[config.mk]
export PLATFORM = sky130hd
export DESIGN_NAME = mole_sequencer_flat
export DESIGN_NICKNAME = d
export VERILOG_FILES = /design/src/rtl/mole_sequencer_if.sv /design/src/rtl/mole_sequencer.sv /design/src/flat_wrapper.sv
export SDC_FILE = /design/constraint.sdc
export NUM_CORES = 1
export LEC_CHECK = 0
export BUFFER_PORTS_ARGS = -buffer_cell sky130_fd_sc_hd__clkbuf_2
export CORE_MARGIN = 2
export CORE_UTILIZATION = 35
export DETAILED_ROUTE_END_ITERATION = 10
export PLACE_DENSITY = 0.59
export SLEW_MARGIN = 5
export SYNTH_ARGS = -nofsm -noshare
export SYNTH_HDL_FRONTEND = slang
export SYNTH_SLANG_ARGS = --single-unit
[constraint.sdc]
create_clock -name clk -period 7.26 [get_ports clk]
set_clock_uncertainty 0.2 [all_clocks]
set_input_delay 1.089 -clock clk [delete_from_list [all_inputs] [get_ports clk]]
set_output_delay 1.089 -clock clk [all_outputs]
set_load 0.05 [all_outputs]
[src/rtl/mole_sequencer_if.sv]
// Game-side handshake between the mole sequencer and its driver: control inputs and display/score outputs.
interface mole_sequencer_if;
    logic       start;
    logic       hit;
    logic [4:0] mole_out;
    logic [7:0] score;
    logic [2:0] misses;
    logic       game_over;

    modport master (
        output start,
        output hit,
        input  mole_out,
        input  score,
        input  misses,
        input  game_over
    );

    modport slave (
        input  start,
        input  hit,
        output mole_out,
        output score,
        output misses,
        output game_over
    );
endinterface

[src/rtl/mole_sequencer.sv]
// Whack-a-mole sequencer: lights one LFSR-chosen mole per window, tallies hits and misses,
// and ends the game after MAX_MISSES timeouts.
module mole_sequencer #(
    parameter int unsigned WINDOW     = 50_000_000,
    parameter int unsigned GAP        = 12_500_000,
    parameter int unsigned MAX_MISSES = 3,
    parameter logic [7:0]  SEED       = 8'hA5
) (
    input  logic              clk,
    input  logic              reset,
    mole_sequencer_if.slave   bus
);
    localparam int unsigned MAX_CYC = (WINDOW > GAP) ? WINDOW : GAP;
    localparam int unsigned CW      = (MAX_CYC > 1) ? $clog2(MAX_CYC) : 1;

    typedef enum logic [1:0] {IDLE, SHOW, DARK, OVER} state_t;

    state_t        state;
    logic [CW-1:0] cnt;
    logic [7:0]    lfsr;
    logic [2:0]    prev_idx;
    logic [2:0]    sel_idx;
    logic [4:0]    mole_q;
    logic [7:0]    score_q;
    logic [2:0]    misses_q;
    logic          game_over_q;
    logic          lfsr_fb;

    assign lfsr_fb = lfsr[7] ^ lfsr[5] ^ lfsr[4] ^ lfsr[3];

    // Next mole index: lfsr mod 5, bumped by one if it would repeat the last mole
    always_comb begin
        sel_idx = 3'(lfsr % 8'd5);
        if (sel_idx == prev_idx) begin
            sel_idx = (sel_idx == 3'd4) ? 3'd0 : sel_idx + 3'd1;
        end
    end

    always_ff @(posedge clk) begin
        if (reset) begin
            state       <= IDLE;
            cnt         <= '0;
            lfsr        <= SEED;
            prev_idx    <= 3'd0;
            mole_q      <= 5'd0;
            score_q     <= 8'd0;
            misses_q    <= 3'd0;
            game_over_q <= 1'b0;
        end else begin
            lfsr <= {lfsr[6:0], lfsr_fb};
            case (state)
                IDLE, OVER: begin
                    if (bus.start) begin
                        state       <= SHOW;
                        cnt         <= '0;
                        score_q     <= 8'd0;
                        misses_q    <= 3'd0;
                        game_over_q <= 1'b0;
                        mole_q      <= 5'b00001 << sel_idx;
                        prev_idx    <= sel_idx;
                    end
                end
                SHOW: begin
                    cnt <= cnt + CW'(1);
                    // A hit on the timeout cycle still counts as a hit
                    if (bus.hit) begin
                        score_q <= (score_q == 8'hFF) ? score_q : score_q + 8'd1;
                        mole_q  <= 5'd0;
                        cnt     <= '0;
                        state   <= DARK;
                    end else if (cnt == CW'(WINDOW - 1)) begin
                        misses_q <= misses_q + 3'd1;
                        mole_q   <= 5'd0;
                        cnt      <= '0;
                        if (misses_q + 3'd1 == 3'(MAX_MISSES)) begin
                            state       <= OVER;
                            game_over_q <= 1'b1;
                        end else begin
                            state <= DARK;
                        end
                    end
                end
                DARK: begin
                    if (cnt == CW'(GAP - 1)) begin
                        state    <= SHOW;
                        cnt      <= '0;
                        mole_q   <= 5'b00001 << sel_idx;
                        prev_idx <= sel_idx;
                    end else begin
                        cnt <= cnt + CW'(1);
                    end
                end
                default: state <= IDLE;
            endcase
        end
    end

    assign bus.mole_out  = mole_q;
    assign bus.score     = score_q;
    assign bus.misses    = misses_q;
    assign bus.game_over = game_over_q;
endmodule

[src/flat_wrapper.sv]
// flat-port wrapper written by rule: the top's interface ports become plain ports
module mole_sequencer_flat 
#(
    parameter int unsigned WINDOW     = 50_000_000,
    parameter int unsigned GAP        = 12_500_000,
    parameter int unsigned MAX_MISSES = 3,
    parameter logic [7:0]  SEED       = 8'hA5
)
  (clk, reset, bus_start, bus_hit, bus_mole_out, bus_score, bus_misses, bus_game_over);
  mole_sequencer_if bus_i ();
  input  logic clk;
  input  logic reset;
  input wire logic [$bits(bus_i.start)-1:0] bus_start;
  input wire logic [$bits(bus_i.hit)-1:0] bus_hit;
  output wire logic [$bits(bus_i.mole_out)-1:0] bus_mole_out;
  output wire logic [$bits(bus_i.score)-1:0] bus_score;
  output wire logic [$bits(bus_i.misses)-1:0] bus_misses;
  output wire logic [$bits(bus_i.game_over)-1:0] bus_game_over;
  assign bus_i.start = bus_start;
  assign bus_i.hit = bus_hit;
  assign bus_mole_out = bus_i.mole_out;
  assign bus_score = bus_i.score;
  assign bus_misses = bus_i.misses;
  assign bus_game_over = bus_i.game_over;
  mole_sequencer #(.WINDOW(WINDOW), .GAP(GAP), .MAX_MISSES(MAX_MISSES), .SEED(SEED)) u_core (.clk(clk), .reset(reset), .bus(bus_i));
endmodule
==> results.md <==
* Status: completed
* Initial antenna violation count at 0
* Yosys warning count at 0
* Die H at 105.2 µm
* Highest-count cells in the layout ignoring fill and taps: nor2_1, dfxtp_1, nand2_1
* Via/cell ratio at approximately 5.6
* Gpl congestion at between 0.8 and 0.9
* Dpl hpwl at a little under 6 mm
* Hold-fix buffers, CTS at 0
* Worst-path fanout max at 15
* First-pass iteration count of the detailed router at 8
* DRT Wirelength at about 8.3 mm
* Worst-path clk slew at 0.11 ns
* Top Metal Used: met4
* Number of synthesized register bits at 56
* Syn Nets at 472
* Slew headroom at between 30% and 40%
* Area delta synth->final at 7.088%
* Total global routing overflow at 0
* Clock Tree Root: clkbuf_8
* Layout cell share with drive strength beyond 1 at 10.58%
* RSZ-0062 raised after global routing: false
* H-Tree Depth at 2
* Fmax at roughly 190 MHz
* Antenna cells at 0
* Tcrit/Tclk final at a little under three quarters
* Vias in the first global route at 3010
* Die W at between 100 and 150 µm
* Max-cap violations at 0
* Final hold vios at 0
* WL met2 at 3.780 mm
* 1st-iter DRT viols at between 150 and 200
* Nets@finish at around 480
* Minimum clock period at 5.170 ns
* Pre-CTS setup slack at roughly 2.1 ns
* CTS tree: yes
* Setup TNS at 0 ns
* Clock sink total at 56
* Worst EP required at approximately 7.3 ns
* Kind of critical path: reg -> reg
* Post-DR wirelength/cell at between 10 and 15 µm
* Commonest non-fill, non-tap cell in the layout: nor2_1
* Port Buf Inserts at 20
* Clk_lat worst skew at ~0.31 ns
* Least-Margin Pin Slew at approximately 0.97 ns
* Cell Area, Synth at approximately 3600 µm²
* Antenna Nets Post-Route at 0
* Final setup fails at 0
* Power Dens Cells at between 200 and 300 nW/µm²
* VDD IR max at roughly 140 µV
* I/O pins at 21
* Cell count after synthesis at approximately 460
* CP Data Arrival Time at 5.20 ns
* Ys async rst share at 0%
* Post-synth EDFFs at 0
* LEAKAGE at 1.388 nW
* CP endpoint kind: flop
* Post-CTS setup buffers at 0
* Die area at about 11000 µm²
* Final WS setup at 2.090 ns
* Wl on met1 at 4.238 mm
* Largest net degree at the start of global routing at 48
* Hold Crit Class: reg -> reg
* Num CTS Buffers at 5
* # rows at 36
* Post-synthesis cell type count at between 70 and 80
* Vias at ~3.3k
* Ys flop type: dfxtp_1
* First-pass GRT wire length at roughly 14 mm
* Setup crit start kind: flop
* Routed wl met3 at about 210 µm
* Global-route usage over all layers at ~15%
* Post-CTS Resized at 0
* Core region area at 9864 µm²
* Max Slew Vio Count at 0
* Post-synthesis sequential area ratio at a little under a third
* Initial Utilization at 36.33%
* DRC at 0
* CTS Buffer Depth at 2
* Mean Syn Cell Area at 7.841 µm²
[critical path, stage by stage, from the launching register on]
cell,delay (ns)
dfxtp_1,0.63
xor2_1,0.27
mux2i_1,0.12
a221o_1,0.35
a211oi_2,0.35
ha_1,0.23
a21o_1,0.10
o221ai_1,0.10
o211ai_1,0.17
xnor2_1,0.25
ha_1,0.27
nor2b_1,0.28
o211ai_4,0.16
xnor2_1,0.47
ha_1,0.35
o31ai_2,0.30
o311ai_2,0.18
o41ai_2,0.29
[synthesized netlist by cell type, drive strengths merged (4+ instances only)]
library cell | number | area, µm²
a311oi | 8 | 70.07
nor2 | 67 | 251.5
nand2b | 10 | 62.56
nand2 | 45 | 168.9
nand4 | 8 | 50.05
nand4b | 4 | 35.03
a21oi | 31 | 158.9
mux2i | 5 | 53.80
o21ai | 23 | 118.9
nor4b | 6 | 52.55
nor2b | 7 | 46.30
ha | 11 | 137.6
inv | 13 | 48.80
dfxtp | 56 | 1121
a32o | 6 | 61.31
and3 | 10 | 62.56
buf | 8 | 55.05
xor2 | 8 | 70.07
clkbuf | 15 | 56.30
nor3 | 10 | 50.05
a31oi | 7 | 43.79
nand3 | 16 | 80.08
xnor2 | 12 | 105.1
nor4 | 5 | 31.28
a211oi | 8 | 65.06
[flip-flops by register name (all words and copies together) (netlist names)]
signal and flops:
u_core.bus.game_over 1, u_core.bus.misses 3, u_core.bus.mole_out 5, u_core.bus.score 8, u_core.cnt 26, u_core.lfsr 8, u_core.prev_idx 3, u_core.state 2
[metrics by stage]
stage / cell area [µm²] / util (%) / instances / hold WS [ns] / power [mW]
floorplan: 3583 / - / 457 / 0.2558 / 0.8339
global placement: 3746 / 37.98 / 588 / 0.2542 / 0.9309
detailed placement: 3746 / 37.98 / 588 / 0.2432 / 0.9417
CTS: 3837 / 38.90 / 596 / 0.2736 / 1.123
global route: 3837 / 38.90 / 596 / 0.2993 / 1.205
finish: 3837 / 38.90 / 596 / 0.2741 / 1.119
[power breakdown]
part	internal (mW)	switching, mW
clock	0.0696	0.110
combinational	0.209	0.361
sequential	0.333	0.0364
total	0.612	0.507
[cells by family (layout without fill, tap and decap cells)]
family,after synthesis,count (layout),synth area share (%)
AOI/OAI and AO/OA,121,121,24.16
xor gates and xnor gates,21,21,5.517
adders and majority gates,11,11,3.841
buffers and inverters,36,42,4.469
DFF,56,56,31.29
muxes,8,8,2.444
and+or+nand+nor,204,204,28.28
[path summary, 6_finish.rpt]
kind                             to  slack (ns)  cells past startpoint              startpoint
max          u_core.bus.mole_out[4]        2.09                     17          u_core.lfsr[4]
min          u_core.bus.mole_out[4]        0.27                      2  u_core.bus.mole_out[4]
max reg2reg  u_core.bus.mole_out[4]        2.09                     17          u_core.lfsr[4]
min reg2reg  u_core.bus.mole_out[4]        0.27                      2  u_core.bus.mole_out[4]
[metal layers]
layer | vias up | track usage (%)
li1 | 1691 | -
met1 | 1563 | 21.11
met2 | 51 | 24.15
met3 | 4 | 2.246
met4 | 0 | 2.000
met5 | - | 0
[layout make-up]
class / instances / area [µm²]
clock buffers: 5 / 68.82
clock inverters: 3 / 22.52
fillers: 1020 / 6027
inverters: 13 / 48.80
multi-input cells: 365 / 2302
flip-flops and latches: 56 / 1121
well taps: 133 / 166.4
repair buffers: 21 / 107.6
Power figures use the tool's default switching activity.
